**config.mk**
```make
export PLATFORM = sky130hd
export DESIGN_NAME = move_score_collector_flat
export DESIGN_NICKNAME = d
export VERILOG_FILES = /design/src/rtl/move_score_collector_if.sv /design/src/rtl/move_score_collector.sv /design/src/flat_wrapper.sv
export SDC_FILE = /design/constraint.sdc
export NUM_CORES = 2
export LEC_CHECK = 0
export BUFFER_PORTS_ARGS = -buffer_cell sky130_fd_sc_hd__buf_4
export CELL_PAD_IN_SITES_DETAIL_PLACEMENT = 2
export CELL_PAD_IN_SITES_GLOBAL_PLACEMENT = 2
export CORE_MARGIN = 5
export CORE_UTILIZATION = 34
export CTS_CLUSTER_DIAMETER = 150
export CTS_CLUSTER_SIZE = 10
export DETAILED_ROUTE_END_ITERATION = 10
export HOLD_SLACK_MARGIN = 0.12
export PLACE_DENSITY = 0.89
export SYNTH_ARGS = -nofsm -noshare
export SYNTH_HDL_FRONTEND = slang
export SYNTH_SLANG_ARGS = --single-unit
```
**constraint.sdc**
```tcl
create_clock -name clk -period 11.8 [get_ports clk]
set_input_delay 0.59 -clock clk [delete_from_list [all_inputs] [get_ports clk]]
set_output_delay 0.59 -clock clk [all_outputs]
set_load 0.005 [all_outputs]
```
**src/rtl/move_score_collector_if.sv**
```systemverilog
// Evaluator-in / result-out handshake bundle for move_score_collector.
// Optional macro EARLY_LAST_EN adds the in_last sideband on the input stream.
interface move_score_collector_if #(
  parameter int W = 6
) ();
  logic         in_valid;
  logic         in_ready;
  logic [W-1:0] in_score;
  logic [W-1:0] in_pos;
`ifdef EARLY_LAST_EN
  logic         in_last;
`endif
  logic         best_valid;
  logic         best_ready;
  logic [W-1:0] best_score;
  logic [W-1:0] best_pos;

`ifdef EARLY_LAST_EN
  modport master (
    output in_valid, in_score, in_pos, in_last, best_ready,
    input  in_ready, best_valid, best_score, best_pos
  );
  modport slave (
    input  in_valid, in_score, in_pos, in_last, best_ready,
    output in_ready, best_valid, best_score, best_pos
  );
`else
  modport master (
    output in_valid, in_score, in_pos, best_ready,
    input  in_ready, best_valid, best_score, best_pos
  );
  modport slave (
    input  in_valid, in_score, in_pos, best_ready,
    output in_ready, best_valid, best_score, best_pos
  );
`endif
endinterface

```
**src/rtl/move_score_collector.sv**
```systemverilog
// Fills a 64-entry score/position bank for the max-score arbiter tree and returns its winner.
// Optional macro EARLY_LAST_EN: a beat with in_last ends the sweep early.
module move_score_collector #(
  parameter int N_ENTRIES     = 64,
  parameter int W             = 6,
  parameter int SETTLE_CYCLES = 2
) (
  input  logic                   clk,
  input  logic                   rst,
  input  logic                   start,
  move_score_collector_if.slave  bus,
  output logic [N_ENTRIES*W-1:0] scores_flat,
  output logic [N_ENTRIES*W-1:0] pos_flat,
  output logic                   bank_valid,
  input  logic [W-1:0]           arb_score,
  input  logic [W-1:0]           arb_pos,
  output logic                   busy
);
  localparam int CW = $clog2(N_ENTRIES);
  localparam int SW = 4;
  localparam logic [CW-1:0] LAST_IDX    = CW'(N_ENTRIES - 1);
  localparam logic [SW-1:0] SETTLE_LOAD = SW'(SETTLE_CYCLES - 1);

  typedef enum logic [1:0] {
    IDLE    = 2'd0,
    FILL    = 2'd1,
    SETTLE  = 2'd2,
    PRESENT = 2'd3
  } state_e;

  state_e                 state_q, state_d;
  logic [CW-1:0]          cnt_q, cnt_d;
  logic [SW-1:0]          settle_q, settle_d;
  logic [N_ENTRIES*W-1:0] scores_q, scores_d;
  logic [N_ENTRIES*W-1:0] pos_q, pos_d;
  logic                   bank_valid_q, bank_valid_d;
  logic                   best_valid_q, best_valid_d;
  logic [W-1:0]           best_score_q, best_score_d;
  logic [W-1:0]           best_pos_q, best_pos_d;
  logic                   in_ready_q, in_ready_d;
  logic                   busy_q, busy_d;
  logic                   last_beat_s;

  // Position field of every entry preset to its own index.
  function automatic logic [N_ENTRIES*W-1:0] preset_pos();
    logic [N_ENTRIES*W-1:0] v;
    v = '0;
    for (int i = 0; i < N_ENTRIES; i++) begin
      v[W*i +: W] = W'(i);
    end
    return v;
  endfunction

  // Decides whether the current FILL transfer closes the sweep.
  always_comb begin
`ifdef EARLY_LAST_EN
    last_beat_s = (cnt_q == LAST_IDX) || bus.in_last;
`else
    last_beat_s = (cnt_q == LAST_IDX);
`endif
  end

  // Next-state, bank update and result capture.
  always_comb begin
    state_d      = state_q;
    cnt_d        = cnt_q;
    settle_d     = settle_q;
    scores_d     = scores_q;
    pos_d        = pos_q;
    bank_valid_d = bank_valid_q;
    best_valid_d = best_valid_q;
    best_score_d = best_score_q;
    best_pos_d   = best_pos_q;
    case (state_q)
      IDLE: begin
        if (start) begin
          scores_d     = '0;
          pos_d        = preset_pos();
          cnt_d        = '0;
          bank_valid_d = 1'b0;
          state_d      = FILL;
        end else begin
          state_d = IDLE;
        end
      end
      FILL: begin
        // A restart wins over a beat arriving on the same edge.
        if (start) begin
          scores_d     = '0;
          pos_d        = preset_pos();
          cnt_d        = '0;
          bank_valid_d = 1'b0;
          state_d      = FILL;
        end else if (bus.in_valid) begin
          scores_d[W*cnt_q +: W] = bus.in_score;
          pos_d[W*cnt_q +: W]    = bus.in_pos;
          if (last_beat_s) begin
            bank_valid_d = 1'b1;
            settle_d     = SETTLE_LOAD;
            state_d      = SETTLE;
          end else begin
            cnt_d   = cnt_q + CW'(1);
            state_d = FILL;
          end
        end else begin
          state_d = FILL;
        end
      end
      SETTLE: begin
        if (settle_q == SW'(0)) begin
          best_score_d = arb_score;
          best_pos_d   = arb_pos;
          best_valid_d = 1'b1;
          state_d      = PRESENT;
        end else begin
          settle_d = settle_q - SW'(1);
          state_d  = SETTLE;
        end
      end
      PRESENT: begin
        if (bus.best_ready) begin
          best_valid_d = 1'b0;
          bank_valid_d = 1'b0;
          state_d      = IDLE;
        end else begin
          state_d = PRESENT;
        end
      end
      default: begin
        state_d = IDLE;
      end
    endcase
    in_ready_d = (state_d == FILL);
    busy_d     = (state_d != IDLE);
  end

  // State and output registers with synchronous reset.
  always_ff @(posedge clk) begin
    if (rst) begin
      state_q      <= IDLE;
      cnt_q        <= '0;
      settle_q     <= '0;
      scores_q     <= '0;
      pos_q        <= preset_pos();
      bank_valid_q <= 1'b0;
      best_valid_q <= 1'b0;
      best_score_q <= '0;
      best_pos_q   <= '0;
      in_ready_q   <= 1'b0;
      busy_q       <= 1'b0;
    end else begin
      state_q      <= state_d;
      cnt_q        <= cnt_d;
      settle_q     <= settle_d;
      scores_q     <= scores_d;
      pos_q        <= pos_d;
      bank_valid_q <= bank_valid_d;
      best_valid_q <= best_valid_d;
      best_score_q <= best_score_d;
      best_pos_q   <= best_pos_d;
      in_ready_q   <= in_ready_d;
      busy_q       <= busy_d;
    end
  end

  assign scores_flat    = scores_q;
  assign pos_flat       = pos_q;
  assign bank_valid     = bank_valid_q;
  assign busy           = busy_q;
  assign bus.in_ready   = in_ready_q;
  assign bus.best_valid = best_valid_q;
  assign bus.best_score = best_score_q;
  assign bus.best_pos   = best_pos_q;
endmodule

```
**src/flat_wrapper.sv**
```systemverilog
// flat-port wrapper written by rule: the top's interface ports become plain ports
module move_score_collector_flat 
#(
  parameter int N_ENTRIES     = 64,
  parameter int W             = 6,
  parameter int SETTLE_CYCLES = 2
)
  (clk, rst, start, scores_flat, pos_flat, bank_valid, arb_score, arb_pos, busy, bus_in_valid, bus_in_score, bus_in_pos, bus_best_ready, bus_in_ready, bus_best_valid, bus_best_score, bus_best_pos);
  move_score_collector_if #(.W(W)) bus_i ();
  input  logic clk;
  input  logic rst;
  input  logic start;
  output logic [N_ENTRIES*W-1:0] scores_flat;
  output logic [N_ENTRIES*W-1:0] pos_flat;
  output logic bank_valid;
  input  logic [W-1:0] arb_score;
  input  logic [W-1:0] arb_pos;
  output logic busy;
  input wire logic [$bits(bus_i.in_valid)-1:0] bus_in_valid;
  input wire logic [$bits(bus_i.in_score)-1:0] bus_in_score;
  input wire logic [$bits(bus_i.in_pos)-1:0] bus_in_pos;
  input wire logic [$bits(bus_i.best_ready)-1:0] bus_best_ready;
  output wire logic [$bits(bus_i.in_ready)-1:0] bus_in_ready;
  output wire logic [$bits(bus_i.best_valid)-1:0] bus_best_valid;
  output wire logic [$bits(bus_i.best_score)-1:0] bus_best_score;
  output wire logic [$bits(bus_i.best_pos)-1:0] bus_best_pos;
  assign bus_i.in_valid = bus_in_valid;
  assign bus_i.in_score = bus_in_score;
  assign bus_i.in_pos = bus_in_pos;
  assign bus_i.best_ready = bus_best_ready;
  assign bus_in_ready = bus_i.in_ready;
  assign bus_best_valid = bus_i.best_valid;
  assign bus_best_score = bus_i.best_score;
  assign bus_best_pos = bus_i.best_pos;
  move_score_collector #(.N_ENTRIES(N_ENTRIES), .W(W), .SETTLE_CYCLES(SETTLE_CYCLES)) u_core (.clk(clk), .rst(rst), .start(start), .bus(bus_i), .scores_flat(scores_flat), .pos_flat(pos_flat), .bank_valid(bank_valid), .arb_score(arb_score), .arb_pos(arb_pos), .busy(busy));
endmodule
```
; Yosys cells after proc, flatten, opt, wreduce, memory -nomap -nowiden
; Cells that the tools add are included.
[op_classes]
n_addsub = 3
n_mul = 1
n_eq_ne = 15
shift = 3
mux = 35
reduce_logical = 13
[ops]
columns = operator, count
row1 = two-way mux 384 bit, 6
row2 = case mux 384 bit (2 select lines), 2
row3 = bitwise mux 384 bit, 2
row4 = indexed part select 6 x 34 -> 384 bit, 2
row5 = "variable shift 6 x 34 -> 384 bit, first input constant", 1
row6 = negator 9 -> 34 bit, 1
row7 = two-way mux 6 bit, 4
row8 = two-way mux 4 bit, 4
row9 = case mux 6 bit (2 select lines), 1
row10 = "!= test 2 bit, second input constant", 5
row11 = AND reduction 5 bit, 2
row12 = "multiplier 2 x 6 -> 8 bit, first input constant", 1
row13 = two-way mux 1 bit, 8
row14 = two-way mux 2 bit, 4
row15 = case mux 2 bit (4 select lines), 1
row16 = case mux 4 bit (2 select lines), 1
row17 = nonzero test 2 bit, 4
row18 = "adder 6 x 1 -> 6 bit, second input constant", 1
row19 = "== test 6 bit, second input constant", 1
row20 = "!= test 3 bit, second input constant", 2
row21 = AND reduction 3 bit, 2
row22 = "== test 2 x 1 -> 1 bit, second input constant", 2
row23 = "== test 2 bit, second input constant", 2
row24 = zero test 4 bit, 1
row25 = 9 further kinds, 10
[totals]
reg_bits = 796
inputBits = 29
wordCells = 81

; Depth between registers and ports, before layout
[depth]
ltp_word = 7
depth_mapped = 19
depth_no_buf = 16

; Worst setup path before layout
; OpenSTA, ideal clock, no wires.
[synth_path]
path_kind = flip-flop to flip-flop
start = register u_core.cnt_q[0]
end = register u_core.pos_q[196], in the netlist u_core.pos_flat[196]
arrival_ns = 4.402
setup_slack_ns = 7.277
stages_incl_launch_ff = 19
n_path_buf = 3
synth_period_minus_slack_ns = 4.523
cell_sequence = dfxtp_1 ha_1 inv_1 fa_1 nand2b_2 a21oi_4 xnor2_2 buf_2 nor3_1 ha_1 clkbuf_1 nor3_1 nand2_1 nor3_1 a21boi_0 or2_2 clkbuf_1 a21oi_1 a2bb2o_1
[synth_between]
elab_chain_cells = 7
word_cells_on_any_way = 8
cone_classes = add/sub: 1 / mul: 1 / shift: 2 / mux: 4
[synth_rtl]
columns = item, line
row1 = from (decl), move_score_collector.sv:32  ; logic [CW-1:0] cnt_q, cnt_d;
row2 = from (signal assigned), move_score_collector.sv:153  ; cnt_q <= cnt_d;
row3 = multiplier 2 x 6 -> 8 bit (*), move_score_collector.sv:96  ; pos_d[W*cnt_q +: W] = bus.in_pos;
row4 = negator 9 -> 34 bit (*), move_score_collector.sv:96
row5 = indexed part select 6 x 34 -> 384 bit / variable shift 6 x 34 -> 384 bit (equally long branches), move_score_collector.sv:96
row6 = bitwise mux 384 bit (*), move_score_collector.sv:96
row7 = two-way mux 384 bit (*), move_score_collector.sv:94  ; end else if (bus.in_valid) begin
row8 = two-way mux 384 bit (*), move_score_collector.sv:88  ; if (start) begin
row9 = case mux 384 bit (2 select lines) (*), move_score_collector.sv:74  ; case (state_q)
row10 = to (signal assigned), move_score_collector.sv:144  ; pos_q <= preset_pos();
row11 = to (signal assigned), move_score_collector.sv:156  ; pos_q <= pos_d;
row12 = to (decl), move_score_collector.sv:35  ; logic [N_ENTRIES*W-1:0] pos_q, pos_d;
; Mark *: on every way between the ends. The rest lies on a longest branch, timed or not. The select of a mux whose other input is x is not followed.
; A chain may end at the register's enable or synchronous reset.

; Worst setup path in the final report
[layout_path]
start = register u_core.cnt_q[1]
end = register u_core.scores_q[100], in the netlist u_core.scores_flat[100]
[layout_between]
elab_chain_cells = 7
word_cells_on_any_way = 8
cone_classes = add/sub: 1 / mul: 1 / shift: 2 / mux: 4
[layout_rtl]
columns = item, line
row1 = multiplier 2 x 6 -> 8 bit (*), move_score_collector.sv:95  ; scores_d[W*cnt_q +: W] = bus.in_score;
row2 = negator 9 -> 34 bit (*), move_score_collector.sv:95
row3 = indexed part select 6 x 34 -> 384 bit / variable shift 6 x 34 -> 384 bit (equally long branches), move_score_collector.sv:95
row4 = bitwise mux 384 bit (*), move_score_collector.sv:95
row5 = two-way mux 384 bit (*), move_score_collector.sv:94
row6 = two-way mux 384 bit (*), move_score_collector.sv:88
row7 = case mux 384 bit (2 select lines) (*), move_score_collector.sv:74
row8 = to (signal assigned), move_score_collector.sv:155  ; scores_q <= scores_d;
row9 = to (decl), move_score_collector.sv:34  ; logic [N_ENTRIES*W-1:0] scores_q, scores_d;
; Marks and branches as above.

==> impl_summary.md <==
Run status
The flow ran to the end, and the final reports show no timing, DRC or antenna violations.

Placement
The congestion estimate from routability-driven global placement came to 0.9921. In this run, placement finished with an instance count of 6161. Summing all placed instances gives a cell area of 42710 sq um.

The number of buffers added on ports is 812. Once detailed placement completed, the half-perimeter wirelength came to 186.4 mm.

GRT
For met3 alone, demand over resource in global routing was 17.38%. In the global route stage, overall resource usage came out at 45.47%. The pin count of the biggest net entering global routing is 170. The via count of the first global-routing pass was 44790. In the global route stage, met1 resource usage came out at 52.00%. The busiest layer in global routing is met2.

The initial antenna violation count was 20. The met2 global-route usage is 69.02%. The total overflow reported by the global router is 0. The global-route wire length before repair is 355.9 mm.

Finish
The multi-input combinational cells in the finished layout cover a total of 17730 sq um. The fill cell total of the finished layout is 11140. From synthesis to final layout, the design area changed by 29.45%. The cell area after layout is 45130 sq um. In the layout the commonest cells are 949 x sky130_fd_sc_hd__buf_4, 796 x sky130_fd_sc_hd__dfxtp_1, 444 x sky130_fd_sc_hd__a21oi_1, 423 x sky130_fd_sc_hd__nand2_1, 419 x sky130_fd_sc_hd__nand3_1. The area used by sequential logic in the layout is 15940 sq um. The post-route netlist has 24.97% of its cells at a drive strength greater than 1.

The leading cell type in the layout, fill and taps excluded is sky130_fd_sc_hd__buf_4. At the end of the flow, the number of nets in the layout was 4924. Cells fill 44.35% of the core in the end. After the flow finishes, the layout carries non-filler instances totaling 6265.

STA
The final clock period utilization by the worst path is 54.82%. The smallest clock period supported by the final layout is computed as 6.468 ns. The highest attainable clock frequency is 154.6 MHz. The number of endpoints with negative hold slack in the final report was 0. Setup violations remaining at the end of the flow were counted as 0. Summed over all failing endpoints, the final setup total negative slack is 0 ns. Setup repair after global routing left no endpoint under its margin. The number of max-slew violations in the final report is 0. The post-route clock skew is 0.01657 ns. The worst pin sits at a relative slew slack of 7.369%. At the pin with the least slew margin, the transition time is 1.378 ns. The final-layout worst hold slack is 0.1533 ns.

Floorplanning
The area of the die is 109000 sq um. The placement row count is 117. The core area is 101700 sq um. The effective utilization at floorplan is 34.26%.

The die outline height is 330.2 um. For this design the top-level I/O count stands at 813. The die extent in x is 330.2 um.

Yosys
The total nets after synthesis is 4208. Of the synthesized area, sequential elements account for 45.71%. The cell area that synthesis handed to floorplanning was 34860 sq um.

The post-synthesis simple-gate area fraction is 24.27%. Each instance of the synthesized netlist takes up on average 8.364 sq um. During synthesis, Yosys emitted a total of 0 warnings. The register bit count reported by yosys is 796.

The count of different cell masters after synthesis is 109. The proportion of synthesized flip-flops having asynchronous set or reset is 0%. The share of synthesized area spent on multiplexers is 1.952%.

Summing the areas of all compound-gate instances in the mapped netlist gives 22.62% of the synthesized area. The most instantiated flip-flop cell in the synthesis netlist is sky130_fd_sc_hd__dfxtp_1. The post-synthesis cell count is 4168. By area, the combinational part of the netlist is dominated by simple AND/OR/NAND/NOR gates. The parity-gate share of the synthesized area counting xor and xnor cells is 0.7035%.

The number of enable flip-flop cells after synthesis is 0. Of the total synthesized cell area, the portion taken by full adders, half adders and majority gates is 0.4163%.

Pwr
The proportion of power drawn by the clock network is 44.1%. The total leakage power is 0.01678 uW. The internal power of the cells totals 4219 uW.

Summed over all nets, the switching power comes to 1658 uW. The power per cell area is 130.2 nW/um^2. The sequential cell fraction of total power is 46.5%. The worst voltage drop across the vdd grid is 0.08747 mV. Combinational logic burns 9.4% of the power. The proportion of total power due to net switching is 28.21%.

Clock network
The maximum level of the CTS H-tree is 3. In this run the clock root is driven by a sky130_fd_sc_hd__clkbuf_16. The number of clock sinks is 796. TritonCTS built the clock tree. The insertion delay of the later-clocked pin in the worst-skew pair is 0.69 ns. Post-CTS timing repair inserted 0 buffers for setup. The post-cts gate resize count is 0.

Hold repair after CTS inserted 0 buffers. The maximum root-to-sink buffer count is 3. Buffers inserted during clock tree synthesis total 89. Clock-pin slew was measured on the worst setup and hold paths at 0.06 ns.

Setup path
The setup check on the worst reg-to-reg path leaves a slack of 5.33 ns. The startpoint of the most critical register-to-register path is u_core.cnt_q[1]. Measured in cells, the most critical reg-to-reg path has a length of 14.

The worst register-to-register path ends at u_core.scores_flat[100]. In this run the worst path has a maximum fanout of 45. The critical path is of the reg -> reg type. For the worst setup path, the data arrival time is 7.08 ns.

At the worst endpoint, the required time is 12.41 ns. The endpoint kind of the worst setup timing path is a flip-flop. The worst setup path is launched from a flip-flop. Tracing the worst setup path back leads to its startpoint at u_core.cnt_q[1]. The termination of the worst setup path is u_core.scores_flat[100].

Job
The number of maximum-capacitance violations is 0.

Detailed routing
The first-iteration detailed-routing DRC count is 5266. The detail-routed via count per cell is 6.935. After detailed routing, the average wire length per cell comes to 41.79 um. The detailed-router iteration count before antenna repair is 5. Once detail routing completed, the nets flagged for antenna violations numbered 0. The detailed router placed 43450 vias in this run. The total length of routed wires is 261.8 mm.

The total DRC errors in the routed layout is 0.

Worst hold path
The kind of path behind the tightest hold check is in -> reg.
## cell usage after synthesis (9+ instances only)
cell / number / area (sq um)
sky130_fd_sc_hd__buf_1: 35 / 131.4
sky130_fd_sc_hd__o31ai_1: 23 / 172.7
sky130_fd_sc_hd__a22oi_1: 30 / 225.2
sky130_fd_sc_hd__nand2_1: 429 / 1610
sky130_fd_sc_hd__clkbuf_1: 209 / 784.5
sky130_fd_sc_hd__ha_1: 10 / 125.1
sky130_fd_sc_hd__o32ai_1: 14 / 122.6
sky130_fd_sc_hd__nor4_1: 27 / 168.9
sky130_fd_sc_hd__nor3_2: 27 / 270.3
sky130_fd_sc_hd__and3_1: 24 / 150.1
sky130_fd_sc_hd__o211ai_1: 38 / 285.3
sky130_fd_sc_hd__inv_1: 29 / 108.9
sky130_fd_sc_hd__o21ai_1: 18 / 90.09
sky130_fd_sc_hd__a21o_1: 15 / 112.6
sky130_fd_sc_hd__o311ai_0: 15 / 131.4
sky130_fd_sc_hd__or3_1: 42 / 262.8
sky130_fd_sc_hd__o2111ai_1: 11 / 96.34
sky130_fd_sc_hd__nand4_1: 103 / 644.4
sky130_fd_sc_hd__a31o_2: 12 / 105.1
sky130_fd_sc_hd__nor2_1: 369 / 1385
sky130_fd_sc_hd__mux2i_1: 52 / 520.5
sky130_fd_sc_hd__nand3b_1: 10 / 75.07
sky130_fd_sc_hd__nand3_1: 420 / 2102
sky130_fd_sc_hd__a211oi_1: 21 / 157.7
sky130_fd_sc_hd__a32oi_1: 59 / 516.8
sky130_fd_sc_hd__a21oi_1: 444 / 2222
sky130_fd_sc_hd__a32o_1: 63 / 630.6
sky130_fd_sc_hd__a22o_1: 68 / 595.6
sky130_fd_sc_hd__and2_1: 32 / 200.2
sky130_fd_sc_hd__xnor2_1: 9 / 78.83
sky130_fd_sc_hd__o22ai_1: 9 / 56.30
sky130_fd_sc_hd__buf_2: 73 / 365.4
sky130_fd_sc_hd__or2_2: 11 / 68.82
sky130_fd_sc_hd__o21ai_0: 164 / 820.8
sky130_fd_sc_hd__nor3_1: 157 / 785.8
sky130_fd_sc_hd__dfxtp_1: 796 / 15940
sky130_fd_sc_hd__mux2_2: 13 / 146.4
sky130_fd_sc_hd__a31oi_1: 67 / 419.2
sky130_fd_sc_hd__nand4b_1: 14 / 122.6
## per-layer routing
metal / part of all wire [%] / vias up
met5: 0.048 / -
li1: - / 16810
met1: 35 / 21830
met3: 13 / 1256
met2: 43 / 3534
met4: 9.6 / 16
## how the worst min path moves through the flow
stage / slack (ns) / to / startpoint / cells after the start
final: 0.15 / u_core.bus.best_pos[0] / arb_pos[0] / 3
after global routing: 0.16 / u_core.bus.best_pos[0] / arb_pos[0] / 3
after CTS: 0.13 / u_core.bus.best_pos[0] / arb_pos[0] / 3
after detailed placement: 0.45 / u_core.bus.best_valid / u_core.bus.best_valid / 2
after global placement: 0.43 / u_core.pos_flat[231] / u_core.pos_flat[231] / 2
after floorplan: 0.43 / u_core.pos_flat[231] / u_core.pos_flat[231] / 2
## through the flow
| step | total power (uW) | setup slack [ns] |
|---|---|---|
| 6_report | 5876 | 5.332 |
| 5_1_grt | 5957 | 5.296 |
| 4_1_cts | 5831 | 5.614 |
| 3_5_place_dp | 3307 | 5.651 |
| 3_3_place_gp | 3293 | 5.885 |
| 2_1_floorplan | 3031 | 7.277 |
## flip-flops by register name, summed over array words and instances (netlist names)
name                   flops
u_core.scores_flat       384
u_core.state_q             2
u_core.busy                1
u_core.pos_flat          384
u_core.cnt_q               6
u_core.settle_q            4
u_core.bus.best_pos        6
u_core.bus.in_ready        1
u_core.bus.best_valid      1
u_core.bus.best_score      6
u_core.bank_valid          1
## layout make-up
cell class / count / area share (%)
multi-input combinational: 3012 / 39.28
sequential: 796 / 35.31
timing repair buffer: 954 / 16.00
clock buffer: 92 / 5.102
tap: 1368 / 3.793
inverter: 31 / 0.2634
clock inverter: 5 / 0.2107
antenna: 7 / 0.03882
## worst max-delay path, stage by stage, from the launching register on
cell and delay, ns:
sky130_fd_sc_hd__dfxtp_1 0.39, sky130_fd_sc_hd__ha_1 0.31, sky130_fd_sc_hd__inv_1 0.09, sky130_fd_sc_hd__fa_1 0.95
sky130_fd_sc_hd__nor3b_2 0.58, sky130_fd_sc_hd__nand2_1 0.33, sky130_fd_sc_hd__nor3_1 0.27, sky130_fd_sc_hd__ha_1 0.31
sky130_fd_sc_hd__buf_4 0.44, sky130_fd_sc_hd__nand2_1 0.23, sky130_fd_sc_hd__nor3_4 0.21, sky130_fd_sc_hd__buf_4 0.62
sky130_fd_sc_hd__nand3_2 0.76, sky130_fd_sc_hd__nor3_1 0.59, sky130_fd_sc_hd__a22o_1 0.27
## power groups by stage
stage	logic (uW)	clock network (uW)	registers, uW
floorplan	249	0	2780
global placement	505	0	2790
detailed placement	517	0	2790
CTS	522	2580	2730
global route	549	2680	2730
finish	553	2590	2730
## cells by family (layout without fill, tap and decap cells)
kind of cell               after synthesis  in the layout
buffers and inverters                  360           1082
muxes                                   66             66
AOI/OAI and AO/OA                     1183           1183
adders and majority gates               11             11
and+or+nand+nor                       1732           1732
xor gates and xnor gates                20             20
DFF                                    796            796
other                                    0              7
Power figures use the tool's default switching activity.
